[src/rtl/gp_rect_engine.sv]
// Rectangle graphics engine: solid fill or sprite blit of one clamped rectangle
// into a row-major 12-bit frame buffer. Handshake is four-phase gp_en/gp_finish.
module gp_rect_engine #(
  parameter int          H_RES       = 640,
  parameter int          V_RES       = 480,
  parameter int          ROM_AW      = 16,
  parameter logic [11:0] TRANSPARENT = 12'hF0F
) (
  input  logic              clk,
  input  logic              rst_n,
  input  logic              gp_en,
  input  logic              gp_opcode,
  input  logic [9:0]        gp_tl_x,
  input  logic [8:0]        gp_tl_y,
  input  logic [9:0]        gp_br_x,
  input  logic [8:0]        gp_br_y,
  input  logic [11:0]       gp_arg,
  output logic              gp_finish,
  output logic              vram_we,
  output logic [18:0]       vram_addr,
  output logic [11:0]       vram_din,
  output logic [ROM_AW-1:0] rom_addr,
  input  logic [11:0]       rom_dout
);

  localparam logic [2:0] S_IDLE  = 3'd0;
  localparam logic [2:0] S_FILL  = 3'd1;
  localparam logic [2:0] S_BLIT  = 3'd2;
  localparam logic [2:0] S_FLUSH = 3'd3;
  localparam logic [2:0] S_DONE  = 3'd4;

  localparam logic [9:0]  X_MAX = 10'(H_RES - 1);
  localparam logic [8:0]  Y_MAX = 9'(V_RES - 1);
  localparam logic [18:0] PITCH = 19'(H_RES);

  function automatic logic [9:0] sat_x(input logic [9:0] v);
    return (v > X_MAX) ? X_MAX : v;
  endfunction

  function automatic logic [8:0] sat_y(input logic [8:0] v);
    return (v > Y_MAX) ? Y_MAX : v;
  endfunction

  logic [2:0]  state;
  logic [9:0]  x, tl_x, br_x;
  logic [8:0]  y, br_y;
  logic [18:0] row_base;
  logic [11:0] colour;
  logic [18:0] addr_p1;
  logic        vld_p1;
  logic [9:0]  br_x_c;
  logic [8:0]  br_y_c;
  logic        cmd_bad;
  logic        last_px;
  logic        accept;

  assign br_x_c    = sat_x(gp_br_x);
  assign br_y_c    = sat_y(gp_br_y);
  assign cmd_bad   = (gp_tl_x > br_x_c) || (gp_tl_y > br_y_c) ||
                     (gp_tl_x > X_MAX) || (gp_tl_y > Y_MAX);
  assign accept    = (state == S_IDLE) && gp_en && !gp_finish;
  assign last_px   = (x == br_x) && (y == br_y);
  assign gp_finish = (state == S_DONE);

  always_ff @(posedge clk or negedge rst_n) begin
    if (!rst_n) begin
      state    <= S_IDLE;
      vld_p1   <= 1'b0;
      rom_addr <= '0;
    end else begin
      vld_p1 <= (state == S_BLIT);
      case (state)
        S_IDLE: begin
          if (accept) begin
            rom_addr <= ROM_AW'(gp_arg);
            if (cmd_bad)        state <= S_DONE;
            else if (gp_opcode) state <= S_BLIT;
            else                state <= S_FILL;
          end
        end
        S_FILL:  if (last_px) state <= S_DONE;
        S_BLIT: begin
          rom_addr <= rom_addr + ROM_AW'(1);
          if (last_px) state <= S_FLUSH;
        end
        S_FLUSH: state <= S_DONE;
        S_DONE:  if (!gp_en) state <= S_IDLE;
        default: state <= S_IDLE;
      endcase
    end
  end

  // Stage p0: raster walk; row_base tracks y*H_RES by repeated addition
  always_ff @(posedge clk) begin
    if (accept) begin
      tl_x     <= gp_tl_x;
      br_x     <= br_x_c;
      br_y     <= br_y_c;
      colour   <= gp_arg;
      x        <= gp_tl_x;
      y        <= gp_tl_y;
      row_base <= 19'(gp_tl_y) * PITCH;
    end else if ((state == S_FILL) || (state == S_BLIT)) begin
      if (x == br_x) begin
        x        <= tl_x;
        y        <= y + 9'd1;
        row_base <= row_base + PITCH;
      end else begin
        x <= x + 10'd1;
      end
    end
  end

  // Stage p1: pixel address delayed to line up with synchronous ROM data
  always_ff @(posedge clk) begin
    addr_p1 <= row_base + 19'(x);
  end

  always_comb begin
    vram_we   = 1'b0;
    vram_addr = '0;
    vram_din  = '0;
    if (state == S_FILL) begin
      vram_we   = 1'b1;
      vram_addr = row_base + 19'(x);
      vram_din  = colour;
    end else if (vld_p1) begin
      vram_we   = (rom_dout != TRANSPARENT);
      vram_addr = addr_p1;
      vram_din  = rom_dout;
    end
  end

endmodule

[config.mk]
export PLATFORM = sky130hd
export DESIGN_NAME = gp_rect_engine
export DESIGN_NICKNAME = d
export VERILOG_FILES = /design/src/rtl/gp_rect_engine.sv
export SDC_FILE = /design/constraint.sdc
export NUM_CORES = 1
export LEC_CHECK = 0
export ABC_CLOCK_PERIOD_IN_PS = 3700
export CELL_PAD_IN_SITES_DETAIL_PLACEMENT = 1
export CELL_PAD_IN_SITES_GLOBAL_PLACEMENT = 2
export CORE_MARGIN = 2
export CORE_UTILIZATION = 33
export DETAILED_ROUTE_END_ITERATION = 8
export PLACE_DENSITY_LB_ADDON = 0.1
export SYNTH_ARGS = -nofsm -noshare
export SYNTH_HDL_FRONTEND = slang
export SYNTH_SLANG_ARGS = --single-unit
export TNS_END_PERCENT = 1
[constraint.sdc]
create_clock -name clk -period 3.7 [get_ports clk]
set_input_delay 0.555 -clock clk [delete_from_list [all_inputs] [get_ports clk]]
set_output_delay 0.555 -clock clk [all_outputs]
set_load 0.01 [all_outputs]
# After elaboration in Yosys (flattened, before gate mapping)
# Index checks and enable logic that the tools add are counted.
[totals]
ff_bits = 118
out_inout_bits = 49
wordCells = 77
[classes]
addsub = 5
multipliers = 1
magnitude_cmp = 6
eq_ne = 11
mux = 26
reduce_logical = 16
[ops]
columns = ["op", "count"]
rows = [
  ["two-way mux 19 bit", 5],
  ["two-way mux 10 bit", 4],
  ["two-way mux 9 bit", 4],
  ["one-hot mux 16 bit (2 select lines)", 1],
  ["two-way mux 12 bit", 2],
  ["greater-than comparator 10 bit (second input constant)", 2],
  ["adder 19 x 10 -> 19 bit", 1],
  ["adder 19 x 10 -> 19 bit (second input constant)", 1],
  ["greater-than comparator 9 bit (second input constant)", 2],
  ["adder 16 x 1 -> 16 bit (second input constant)", 1],
  ["two-way mux 16 bit", 1],
  ["two-way mux 3 bit", 5],
  ["one-hot mux 3 bit (5 select lines)", 1],
  ["multiplier 9 x 3 -> 12 bit (second input constant)", 1],
  ["!= test 12 bit (second input constant)", 1],
  ["adder 10 x 1 -> 10 bit (second input constant)", 1],
  ["== test 10 bit", 1],
  ["greater-than comparator 10 bit", 1],
  ["adder 9 x 1 -> 9 bit (second input constant)", 1],
  ["== test 9 bit", 1],
  ["greater-than comparator 9 bit", 1],
  ["!= test 2 bit (second input constant)", 4],
  ["== test 3 x 2 -> 1 bit (second input constant)", 2],
  ["AND reduction 2 bit", 3],
  ["10 further kinds", 18],
]

# Longest topological paths before layout
# Gate-level depths: netlist of run 1.
[depth]
ltp_word = 9
depth_mapped = 9
ltp_nobuf = 9

# Worst setup path before layout of run 1
# OpenSTA, ideal clock, no wires.
[synth_path]
path_kind = "flip-flop to flip-flop"
startpoint = "register x[6]"
endpoint = "register row_base[10], enable pin"
setup_time_ns = 0.428
arrival_time_ns = 2.904
required_time_ns = 3.272
path_slack_ns = 0.368
path_stages_with_launch = 7
path_buffers = 2
period_less_slack_ns = 3.332
cell_sequence = "edfxtp_1 -> buf_6 -> xor2_1 -> nor4_1 -> nand4_1 -> buf_2 -> o21ai_0"
[synth_between]
elab_chain_cells = 3
[synth_rtl]
columns = ["element", "line_no", "rtl"]
rows = [
  ["start, declared", "45", "logic [9:0] x, tl_x, br_x;"],
  ["start signal, assigned", "100", "x <= gp_tl_x;"],
  ["start signal, assigned", "105", "x <= tl_x;"],
  ["start signal, assigned", "109", "x <= x + 10'd1;"],
  ["== test 10 bit", "104", "if (x == br_x) begin"],
  ["nonzero test 2 bit (no line)", "n/a", ""],
  ["AND reduction 2 bit (no line)", "n/a", ""],
  ["end signal, assigned", "102", "row_base <= 19'(gp_tl_y) * PITCH;"],
  ["end signal, assigned", "107", "row_base <= row_base + PITCH;"],
  ["end, declared", "47", "logic [18:0] row_base;"],
]
# Every way passes these cells.
# A chain may end at the register's enable or synchronous reset.

# Worst setup path after layout of run 1
[layout_path]
startpoint = "register x[7]"
endpoint = "output port vram_addr[11]"
[layout_between]
elab_chain_cells = 2
[layout_rtl]
columns = ["element", "line_no", "rtl"]
rows = [
  ["adder 19 x 10 -> 19 bit", "125", "vram_addr = row_base + 19'(x);"],
  ["two-way mux 19 bit", "123", "if (state == S_FILL) begin"],
  ["end, declared", "20", "output logic [18:0] vram_addr,"],
]
# Every way passes these cells.

==> impl_table.tex, run 1 <==
\begin{tabular}{lr}
\hline
Metric & Value \\
\hline
\multicolumn{2}{l}{\textbf{Power and ir drop}} \\
\quad Static leakage & 3.24 nW \\
\quad Max rail drop VDD & 0.204 mV \\
\quad PD cells & 691 nW/um\^{}2 \\
\multicolumn{2}{l}{\textbf{Route}} \\
\quad Detailed-route DRC error count & 0 \\
\quad Number of vias per cell after detailed routing & 5.06 \\
\quad Residual antenna-violating net count after detailed routing & 0 \\
\quad Overall routed net length & $\sim$19,000 um \\
\quad Count of vias placed by the detailed router & 5,250 \\
\quad Number of DRC markers after the initial detailed-route iteration & 263 \\
\quad Number of detailed-routing iterations run before antenna repair & 4 \\
\quad Average wire length per cell after detail routing & roughly 18 um \\
\multicolumn{2}{l}{\textbf{Cells and area}} \\
\quad Commonest non-fill, non-tap cell in the layout & clkdlybuf4s50\_1 \\
\quad Layout cells sized above 1 & 0.0349 \\
\quad Post-route cell area & a little over 8000 sq um \\
\quad Fill cell instance count of the final layout & 2,215 \\
\quad Area growth syn-to-layout & 26.0\% \\
\quad Nets@finish & 876 \\
\quad Post-layout utilization of the core & 0.421 \\
\quad Most frequent cells in the layout & clkdlybuf4s50\_1, nand2\_1, edfxtp\_1, o21ai\_0, ha\_1 \\
\quad Total inserted antenna cells & 0 \\
\multicolumn{2}{l}{\textbf{Setup path}} \\
\quad Crit path max-delay cell type & clkdlybuf4s50\_1 \\
\quad Register-to-register path setup slack & 1.10 ns \\
\quad Endpoint type of the worst setup path & primary output \\
\quad Most frequent cell on the critical path & nand2\_1 \\
\quad CP cell instances & ha\_1, inv\_1, fa\_1, nor2b\_1, o21ai\_0, xnor2\_1, nand2\_1, nand2\_1, clkdlybuf4s50\_1 \\
\quad Worst r2r src & state[2] \\
\quad Critical Path RT & between 3 and 4 ns \\
\quad Setup crit start & x[7] \\
\quad Worst stage delay on the critical path & 0.56 ns \\
\quad Reg2reg path depth & 4 \\
\quad Critical register-to-register path endpoint & x[4] \\
\quad Setup Crit Path Kind & reg2out \\
\quad Critical path data arrival time & 2.88 ns \\
\quad Element type at the critical path start & register \\
\quad Crit Path Max Fanout & 5 \\
\multicolumn{2}{l}{\textbf{Die}} \\
\quad Row count & 51 \\
\quad Die outline width & 144 um \\
\quad Effective utilization at floorplan & 0.335 \\
\quad Core area & 19,300 sq um \\
\quad Area of the die & 20,700 sq um \\
\quad Die height & 144 um \\
\quad Number of top-level design ports & 115 \\
\multicolumn{2}{l}{\textbf{STA}} \\
\quad Setup repair after global routing missed its margin & no \\
\quad Final Setup Violations & 0 \\
\quad Count of final max-slew check failures & 0 \\
\quad Highest clock rate & about 290 MHz \\
\quad Tmin final & 3.44 ns \\
\quad Setup TNS & 0 ns \\
\quad Ratio of final minimum period to clock period & 0.929 \\
\quad Relative max-transition margin & 0.310 \\
\quad Worst setup skew after layout & 0.0112 ns \\
\quad Transition time at the pin with the least slew margin & 1.03 ns \\
\quad Final hold vios & 0 \\
\multicolumn{2}{l}{\textbf{GRT}} \\
\quad Pin count of the biggest net entering global routing & 39 \\
\quad Initial antenna violation count & 0 \\
\quad Remaining Overflow, GRT & 0 \\
\quad Global-route wire length before repair & 30,400 um \\
\quad Total GRT Usage & 0.189 \\
\quad Vias in the first global route & 5,641 \\
\multicolumn{2}{l}{\textbf{Synthesis}} \\
\quad Number of library cell types mapped by synthesis & 56 \\
\quad Total nets after synthesis & 773 \\
\quad Syn. warnings & 0 \\
\quad Count of flip-flops with a built-in enable after synthesis & 72 \\
\quad Synthesized flop and latch total & $\sim$110 \\
\quad Register area share after synthesis & 0.470 \\
\quad Average size of a mapped cell & 9.73 sq um \\
\quad Proportion of register bits with asynchronous set or reset after synthesis & 0.180 \\
\quad Post-synthesis instance area & roughly 6500 sq um \\
\quad Synthesized netlist cell count & 665 \\
\quad Predominant post-synthesis flop cell & edfxtp\_1 \\
\multicolumn{2}{l}{\textbf{Clock tree}} \\
\quad H-Tree Level Count & 3 \\
\quad Clock-pin slew of the registers on the worst-case setup and hold paths & 0.07 ns \\
\quad Clock latency on the worst-skew pair & 0.35 ns \\
\quad Cells resized by post-CTS repair & 0 \\
\quad Clock tree buffer depth & 2 \\
\quad Clock buffers created by TritonCTS & 9 \\
\quad Root buffer cell & clkbuf\_16 \\
\quad Total clock sinks & 111 \\
\quad Quantity of hold-fixing buffers added after cts & 0 \\
\quad Setup Fix Bufs, Post-CTS & 0 \\
\quad TritonCTS clock tree & yes \\
\multicolumn{2}{l}{\textbf{Place}} \\
\quad Port buffer count & 114 \\
\quad HPWL after detailed placement & 14,500 um \\
\quad Routability congestion estimate from global placement & approximately 0.85 \\
\quad Post-place instance area & 7860 sq um \\
\multicolumn{2}{l}{\textbf{Run status}} \\
\quad Run status & finished, final reports clean \\
\multicolumn{2}{l}{\textbf{Min path}} \\
\quad Min-Delay Path Depth & 1 \\
\quad Hold path startpoint & rom\_addr[15] \\
\quad Class of the worst hold path & reg2reg \\
\quad Hold worst-path end & rom\_addr[15] \\
\multicolumn{2}{l}{\textbf{Run}} \\
\quad Max Cap Viol & 0 \\
\hline
\end{tabular}
==> metal layers <==
layer	share of wire	routed length (um)	global-route usage
met1	0.45	8490	0.239
met2	0.49	9240	0.331
met3	0.039	742	0.0321
met4	0.020	379	0.0573
met5	0	0	0
==> layout make-up <==
cell class	count	area, sq um	share of cell area
Clock inverter	1	30.0	0.00368
Tap cell	265	332	0.0407
Inverter	36	140	0.0172
Timing Repair Buffer	125	1220	0.150
Multi-Input combinational cell	485	3120	0.383
Sequential cell	111	3040	0.373
Clock buffer	15	258	0.0316
==> how the worst max path moves through the flow <==
stage / endpoint / slack (ns) / depth (start not counted)
2_1_floorplan: row_base[10] / 0.37 / 6
3_3_place_gp: state[1] / 0.39 / 11
3_5_place_dp: state[2] / 0.32 / 11
4_1_cts: vram_addr[16] / 0.19 / 7
5_1_grt: vram_addr[12] / 0.03 / 7
6_report: vram_addr[11] / 0.26 / 9
==> cells by family (layout without fill, tap and decap cells) <==
kind of cell             Yosys count  after routing  synth area share
adder cells (fa/ha/maj)           42             42            0.0836
multiplexers                      12             12            0.0186
AO/OA/AOI/OAI                    138            138             0.134
XOR/XNOR                          57             57            0.0772
buffers and inverters             69            177            0.0476
AND/OR/NAND/NOR                  236            236             0.169
flip-flops                       111            111             0.470
==> sequential cells by signal (all words and copies together) (netlist names) <==
register and cells:
br_x 10, state 3, rom_addr 16, tl_x 10, row_base 12, x 10, vld_p1 1, addr_p1 19
br_y 9, y 9, colour 12
==> critical path, delay by kind of cell (launching register included) <==
kind                     cells  cell delay, ns
adder cells (fa/ha/maj)      2            0.62
flip-flops                   1            0.47
AND/OR/NAND/NOR              3            0.48
AO/OA/AOI/OAI                1            0.16
XOR/XNOR                     1            0.20
buffers and inverters        2            0.62
==> through the flow <==
stage / power, mW / setup slack (ns) / cells / hold WS (ns)
global route: 6.07 / 0.0281 / 1038 / 0.535
global placement: 4.64 / 0.394 / 1022 / 0.499
CTS: 5.72 / 0.188 / 1038 / 0.524
finish: 5.63 / 0.263 / 1038 / 0.519
detailed placement: 4.72 / 0.317 / 1022 / 0.512
floorplan: 3.73 / 0.368 / 665 / 0.259
==> synth_stat cells (3+ instances only) <==
library cell | instances | area [sq um]
inv_1 | 35 | 131
buf_4 | 4 | 30.0
xnor2_1 | 29 | 254
nand2_1 | 108 | 405
o2111ai_1 | 5 | 43.8
and2_1 | 3 | 18.8
nor4_1 | 9 | 56.3
nor3_1 | 6 | 30.0
or3_1 | 3 | 18.8
dfxtp_1 | 19 | 380
ha_1 | 40 | 500
buf_6 | 3 | 33.8
nor2_1 | 39 | 146
a221o_1 | 6 | 60.1
a21oi_1 | 14 | 70.1
o311ai_1 | 3 | 26.3
nand3_1 | 19 | 95.1
buf_2 | 5 | 25.0
o211ai_1 | 3 | 22.5
a31oi_1 | 7 | 43.8
dfrtp_1 | 20 | 500
edfxtp_1 | 72 | 2160
xor2_1 | 28 | 245
a21o_1 | 12 | 90.1
mux2i_1 | 12 | 120
clkbuf_1 | 20 | 75.1
o21ai_0 | 68 | 340
nand4_1 | 18 | 113
nand2b_1 | 5 | 31.3
and3_1 | 16 | 100
==> power breakdown <==
part	leakage [nW]	switching, mW	internal (mW)
Combinational	2.01	1.24	1.01
Clock	0.138	0.433	0.547
Sequential	1.09	0.467	1.94
(Power assumes the default switching activity.)
==> run 2, diff against run 1 <==
--- a/config.mk
+++ b/config.mk
@@ -5,12 +5,14 @@
 export SDC_FILE = /design/constraint.sdc
 export NUM_CORES = 1
 export LEC_CHECK = 0
-export ABC_CLOCK_PERIOD_IN_PS = 3700
+export ABC_CLOCK_PERIOD_IN_PS = 3650
 export CELL_PAD_IN_SITES_DETAIL_PLACEMENT = 1
 export CELL_PAD_IN_SITES_GLOBAL_PLACEMENT = 2
 export CORE_MARGIN = 2
 export CORE_UTILIZATION = 33
+export CTS_CLUSTER_SIZE = 14
 export DETAILED_ROUTE_END_ITERATION = 8
+export HOLD_SLACK_MARGIN = 0.1
 export PLACE_DENSITY_LB_ADDON = 0.1
 export SYNTH_ARGS = -nofsm -noshare
 export SYNTH_HDL_FRONTEND = slang
==> constraint.sdc (replaced) <==
create_clock -name clk -period 3.65 [get_ports clk]
set_input_delay 0.5475 -clock clk [delete_from_list [all_inputs] [get_ports clk]]
set_output_delay 0.5475 -clock clk [all_outputs]
set_load 0.01 [all_outputs]
==> run 2 against run 1 <==
Net effect: worst setup slack improved by 0.012 ns; via count decreased by 0.27%; die area unchanged; cell area increased by 0.48%; total power increased by 2.9%; first-iteration DRC count decreased by 22%; sequential cell count unchanged; sequential power about the same; critical endpoint is now vram_addr[13]; largest power group unchanged; highest routed layer unchanged.
==> impl_table.tex, run 2 (synthesized netlist as in run 1, its figures left out) <==
\begin{tabular}{lr}
\hline
Metric & Value \\
\hline
\multicolumn{2}{l}{\textbf{Run status}} \\
\quad Run status & finished, final reports clean \\
\multicolumn{2}{l}{\textbf{Cells and area}} \\
\quad Total inserted antenna cells & 0 \\
\quad Most frequent cells in the layout & clkdlybuf4s50\_1, nand2\_1, edfxtp\_1, o21ai\_0, ha\_1 \\
\quad Nets@finish & 877 \\
\quad Area growth syn-to-layout & 26.6\% \\
\quad Biggest regs & addr\_p1: 19 flops, rom\_addr: 16 flops \\
\quad Final Non-Filler Cells & 1,039 \\
\quad Layout cells sized above 1 & 0.0426 \\
\quad Commonest non-fill, non-tap cell in the layout & clkdlybuf4s50\_1 \\
\quad Post-layout utilization of the core & 0.423 \\
\quad Number of flip-flops in the largest register & 19 \\
\quad Largest reg by FF count & addr\_p1 \\
\multicolumn{2}{l}{\textbf{STA}} \\
\quad Final hold vios & 0 \\
\quad Relative max-transition margin & 0.310 \\
\quad Final Setup Violations & 0 \\
\quad Tmin final & 3.37 ns \\
\quad Ratio of final minimum period to clock period & 0.925 \\
\quad Setup repair after global routing missed its margin & no \\
\quad Setup TNS & 0 ns \\
\quad Count of final max-slew check failures & 0 \\
\quad Highest clock rate & 296 MHz \\
\quad Worst-case hold slack & 0.512 ns \\
\quad Worst setup skew after layout & 0.00990 ns \\
\quad Transition time at the pin with the least slew margin & just over 1 ns \\
\multicolumn{2}{l}{\textbf{Place}} \\
\quad HPWL after detailed placement & about 15,000 um \\
\quad Routability congestion estimate from global placement & 0.837 \\
\quad Placed cell count & 1,023 \\
\quad Port buffer count & 114 \\
\multicolumn{2}{l}{\textbf{Power and ir drop}} \\
\quad Pwr Total & 5.79 mW \\
\quad Max rail drop VDD & 0.335 mV \\
\quad PD cells & 708 nW/um\^{}2 \\
\quad Static leakage & $\sim$3.3 nW \\
\multicolumn{2}{l}{\textbf{Clock tree}} \\
\quad TritonCTS clock tree & yes \\
\quad Root buffer cell & clkbuf\_16 \\
\quad Clock latency on the worst-skew pair & 0.36 ns \\
\quad Total clock sinks & roughly 110 \\
\quad Clock-pin slew of the registers on the worst-case setup and hold paths & around 0.070 ns \\
\quad Setup Fix Bufs, Post-CTS & 0 \\
\quad Clock tree buffer depth & 2 \\
\quad Clock buffers created by TritonCTS & 9 \\
\quad H-Tree Level Count & 3 \\
\quad Cells resized by post-CTS repair & 0 \\
\quad Quantity of hold-fixing buffers added after cts & 0 \\
\multicolumn{2}{l}{\textbf{Setup path}} \\
\quad Element type at the critical path start & register \\
\quad Critical Path RT & 3.10 ns \\
\quad Setup Crit Path Kind & reg2out \\
\quad Reg2reg path depth & 4 \\
\quad Endpoint type of the worst setup path & primary output \\
\quad Critical path data arrival time & approximately 2.8 ns \\
\quad Crit Path Max Fanout & 5 \\
\multicolumn{2}{l}{\textbf{Min path}} \\
\quad Class of the worst hold path & reg2reg \\
\quad Min-Delay Path Depth & 1 \\
\multicolumn{2}{l}{\textbf{Die}} \\
\quad Number of top-level design ports & $\sim$120 \\
\quad Core area & approximately 19,000 sq um \\
\quad Die outline width & 144 um \\
\quad Area of the die & 20,700 sq um \\
\quad Die height & 144 um \\
\quad Effective utilization at floorplan & 0.335 \\
\quad Row count & 51 \\
\multicolumn{2}{l}{\textbf{Run}} \\
\quad Max Cap Viol & 0 \\
\multicolumn{2}{l}{\textbf{Route}} \\
\quad Number of detailed-routing iterations run before antenna repair & 5 \\
\quad Average wire length per cell after detail routing & $\sim$18 um \\
\quad Count of vias placed by the detailed router & 5,236 \\
\quad Residual antenna-violating net count after detailed routing & 0 \\
\quad Number of vias per cell after detailed routing & 5.04 \\
\quad Overall routed net length & 19,000 um \\
\quad Number of DRC markers after the initial detailed-route iteration & around 200 \\
\quad Detailed-route DRC error count & 0 \\
\multicolumn{2}{l}{\textbf{GRT}} \\
\quad Initial antenna violation count & 0 \\
\quad Remaining Overflow, GRT & 0 \\
\quad Pin count of the biggest net entering global routing & 39 \\
\quad Vias in the first global route & roughly 5,500 \\
\quad Global-route wire length before repair & 30,000 um \\
\quad Total GRT Usage & 0.189 \\
\hline
\end{tabular}
## run 2: metal layers
metal  part of all wire  GRT usage
met4              0.011     0.0464
met2               0.50      0.335
met1               0.45      0.236
met5                  0          0
met3              0.035     0.0348
## run 2: layout make-up
| class | instances | area [sq um] |
|---|---|---|
| flip-flops and latches | 111 | 3040 |
| inverters | 36 | 140 |
| well taps | 265 | 332 |
| multi-input cells | 485 | 3130 |
| repair buffers | 126 | 1230 |
| clock inverters | 1 | 8.76 |
| fillers | 2196 | 11100 |
| clock buffers | 15 | 304 |
## run 2: worst max-delay path: stages (launching register included)
cell	delay, ns
edfxtp_1	0.47
ha_1	0.22
inv_1	0.06
fa_1	0.41
nor2b_2	0.22
o21ai_0	0.14
xnor2_1	0.20
nand2_1	0.07
nand2_1	0.13
clkdlybuf4s50_1	0.56
## run 2: power breakdown
group / internal, mW / switching (mW) / leakage [nW] / total [mW]
sequential: 1.96 / 0.471 / 1.09 / 2.43
clock: 0.576 / 0.464 / 0.154 / 1.04
combinational: 1.04 / 1.28 / 2.02 / 2.32
## run 2: worst paths after layout
kind / startpoint / end / slack [ns]
max in group asynchronous: rst_n / rom_addr[5] / 2.27
min in group asynchronous: rst_n / rom_addr[9] / 0.75
worst min register to register: rom_addr[15] / rom_addr[15] / 0.51
worst max-delay path: x[7] / vram_addr[13] / 0.28
worst max register to register: state[2] / x[9] / 1.20
worst min-delay path: rom_addr[15] / rom_addr[15] / 0.51
## run 2: metrics by stage
stage | setup slack [ns] | cell area, sq um
after floorplan | 0.318 | 6470
after global placement | 0.365 | 7870
after detailed placement | 0.227 | 7870
after CTS | 0.125 | 8180
after global routing | 0.0675 | 8190
final | 0.275 | 8190
==> edit (config.mk and constraints of run 2) <==
Set the parameter `ROM_AW` to 17 (it was 16).
--- a/src/rtl/gp_rect_engine.sv
+++ b/src/rtl/gp_rect_engine.sv
@@ -3,7 +3,7 @@
 module gp_rect_engine #(
   parameter int          H_RES       = 640,
   parameter int          V_RES       = 480,
-  parameter int          ROM_AW      = 16,
+  parameter int          ROM_AW      = 17,
   parameter logic [11:0] TRANSPARENT = 12'hF0F
 ) (
   input  logic              clk,
Interface: changed (resized rom_addr); port bits go from 115 to 116. The function was not compared with the original's and may differ.
==> edit against run 2 <==
Sequential share of layout area is 0.61 points higher; core utilization rose by 0.78 points; register-to-register slack got worse by 0.28 ns; worst setup slack worse by 0.0097 ns; design area is 0.81% lower; synthesized cell count down 0.45%; die area down 1.5%; first-iteration DRC count is 0.97% higher; synthesized area fell by 1.5%; power fell by 22%; critical path depth increased by 1; sequential cell count is 1 higher; routed wire length shrank 4.8%; highest routed layer unchanged.
==> edit: results (changes against run 2) <==
| Result | Value | Unit | Delta |
|:---|:---|:---|:---|
| Unique masters post-synth | 47 | - | -16% |
| Net count of the mapped netlist | 770 | - | -0.39% |
| Layout cell share with drive strength beyond 1 | 0.0438 | - | +0.00118 |
| Number of nets in the final layout | 879 | - | +0.23% |
| Hold Path Cell Cnt | 0 | - | -1 |
| Worst slew margin | 0.270 | - | -0.0400 |
| Pin count of the biggest net entering global routing | 81 | - | +110% |
| Worst R2R Path Depth | 5 | - | +1 |
| Status | completed | - |  |
| Final hold violations | 0 | - | unchanged |
| DR iter-0 viols | 208 | - | +0.97% |
| RePlAce Congestion | 0.774 | - | -7.5% |
| Final Routed Wirelength | 18.1 | mm | -4.8% |
| Fraction of registers with async set/reset | 0.188 | - | +0.00732 |
| Detail Placement HPWL | 14.0 | mm | -4.0% |
| Number of flops mapped to enable cells by yosys | 72 | - | unchanged |
| Synth Warn # | 0 | - | unchanged |
| Global-route wire length before repair | 29.1 | mm | -3.0% |
| Deepest clock path buffer count | 2 | - | unchanged |
| Standby leakage power | 3.31 | nW | +1.2% |
| Seq/Total Area, Yosys | 0.482 | - | +0.0112 |
| Leading post-synthesis cells by cell area | sky130_fd_sc_hd__edfxtp_1 34%, sky130_fd_sc_hd__dfrtp_1 8.2%, sky130_fd_sc_hd__ha_1 7.9%, sky130_fd_sc_hd__nand2_1 6.4%, sky130_fd_sc_hd__dfxtp_1 6.0% | - |  |
| Largest registers in the final layout | addr_p1 x19, rom_addr x17 | - |  |
| Peak supply drop | 307 | µV | -8.4% |
| Total number of vias | 5175 | - | -1.2% |
| Via count of the first global-routing pass | 5428 | - | -0.42% |
| Post-CTS clock slew at the launch and capture registers of the worst setup and hold paths | 0.07 | ns | about the same |
| Most common library cell in the layout ignoring fill and taps | sky130_fd_sc_hd__clkdlybuf4s50_1 | - |  |
| Data arrival time of the critical path | 2.84 | ns | about the same |
| Count of buffers from port buffering | 115 | - | +0.88% |
| Number of filler cells placed in the layout | 2150 | - | -2.1% |
| Worst clock skew on the final layout | 0.00825 | ns | -0.00165 ns |
| Crit path max fanout | 5 | - | unchanged |
| Insertion delay to the later sink of the worst-skew pair | 0.35 | ns |  |
| Most frequent cells after synthesis | 108 x sky130_fd_sc_hd__nand2_1, 72 x sky130_fd_sc_hd__edfxtp_1, 51 x sky130_fd_sc_hd__nand3_1, 47 x sky130_fd_sc_hd__nor2_1, 46 x sky130_fd_sc_hd__o21ai_0 | - |  |
| GR Util All Layers | 0.182 | - | -0.00645 |
| 1st-pass router iterations | 6 | - | +1 |
| Final Max Slew Viols | 0 | - | unchanged |
## edit: cell count changes after synthesis, sizes merged, moves of 6 or more
cell	change
nand3	+32
o21ai	-21
a21oi	+16
buf	-9
nor2	+8
and3	-6
nand4	-6
## edit: report_power, final
part	leakage, nW	switching (mW)	total [mW]	internal (mW)
Combinational	2.06	0.822	1.51	0.687
Sequential	1.11	0.283	2.03	1.75
Clock	0.136	0.463	0.993	0.530
Total	3.31	1.57	4.53	2.96
## edit: metal layers
| layer | up-vias | global-route usage | share of wire | wire length (µm) |
|---|---|---|---|---|
| met2 | 96 | 0.317 | 0.49 | 8850 |
| met1 | 2511 | 0.241 | 0.47 | 8490 |
| li1 | 2555 | - | - | - |
| met5 | - | 0 | 0 | 0 |
| met3 | 13 | 0.0208 | 0.031 | 565 |
| met4 | 0 | 0.0474 | 0.011 | 205 |
## edit: critical path: stages, from the launching register on
cell and delay, ns:
sky130_fd_sc_hd__edfxtp_1 0.44, sky130_fd_sc_hd__ha_1 0.22, sky130_fd_sc_hd__inv_1 0.06, sky130_fd_sc_hd__fa_1 0.39, sky130_fd_sc_hd__nor2b_1 0.17, sky130_fd_sc_hd__nor2_1 0.08
sky130_fd_sc_hd__nor2_2 0.14, sky130_fd_sc_hd__nand3_1 0.11, sky130_fd_sc_hd__xnor2_1 0.20, sky130_fd_sc_hd__a21o_1 0.16, sky130_fd_sc_hd__clkdlybuf4s50_1 0.54
## edit: cell families after synthesis
| kind of cell | count (synthesis) | share of synthesized area |
|---|---|---|
| simple gates | 262 | 0.194 |
| compound gates | 118 | 0.111 |
| flops | 112 | 0.482 |
| buf+inv | 62 | 0.0367 |
| xor+xnor | 59 | 0.0811 |
| fa+ha+maj | 42 | 0.0849 |
| mux | 7 | 0.0110 |
## edit: final cells by class
class	instances	share of cell area
clock buffer	10	0.0282
clock inverter	6	0.00739
tap	260	0.0401
inverter	36	0.0166
timing repair buffer	124	0.152
multi-input combinational	488	0.378
sequential	112	0.378
## edit: path summary, 6_finish.rpt
check                      slack [ns]     start             to
min in group asynchronous        0.78     rst_n    rom_addr[1]
min                              0.49      x[6]     addr_p1[6]
max reg2reg                      0.92  state[2]           x[0]
max                              0.27      x[7]  vram_addr[15]
max in group asynchronous        2.21     rst_n       state[1]
min reg2reg                      0.49      x[6]     addr_p1[6]
## edit: metrics by stage
stage,utilization,hold WS (ns),instance area [µm²],cells,setup slack [ns]
4_1_cts,0.431,0.498,8110,1035,0.141
3_5_place_dp,0.415,0.480,7820,1019,0.210
6_report,0.431,0.492,8120,1036,0.266
3_3_place_gp,0.415,0.477,7820,1019,0.402
2_1_floorplan,-,0.252,6370,662,0.240
5_1_grt,0.431,0.529,8120,1036,0.0420
## edit: what timing repair did
action,in CTS,in global routing
resized for setup,0,1
endpoints found under the setup margin,0,1
buffers inserted,0,1
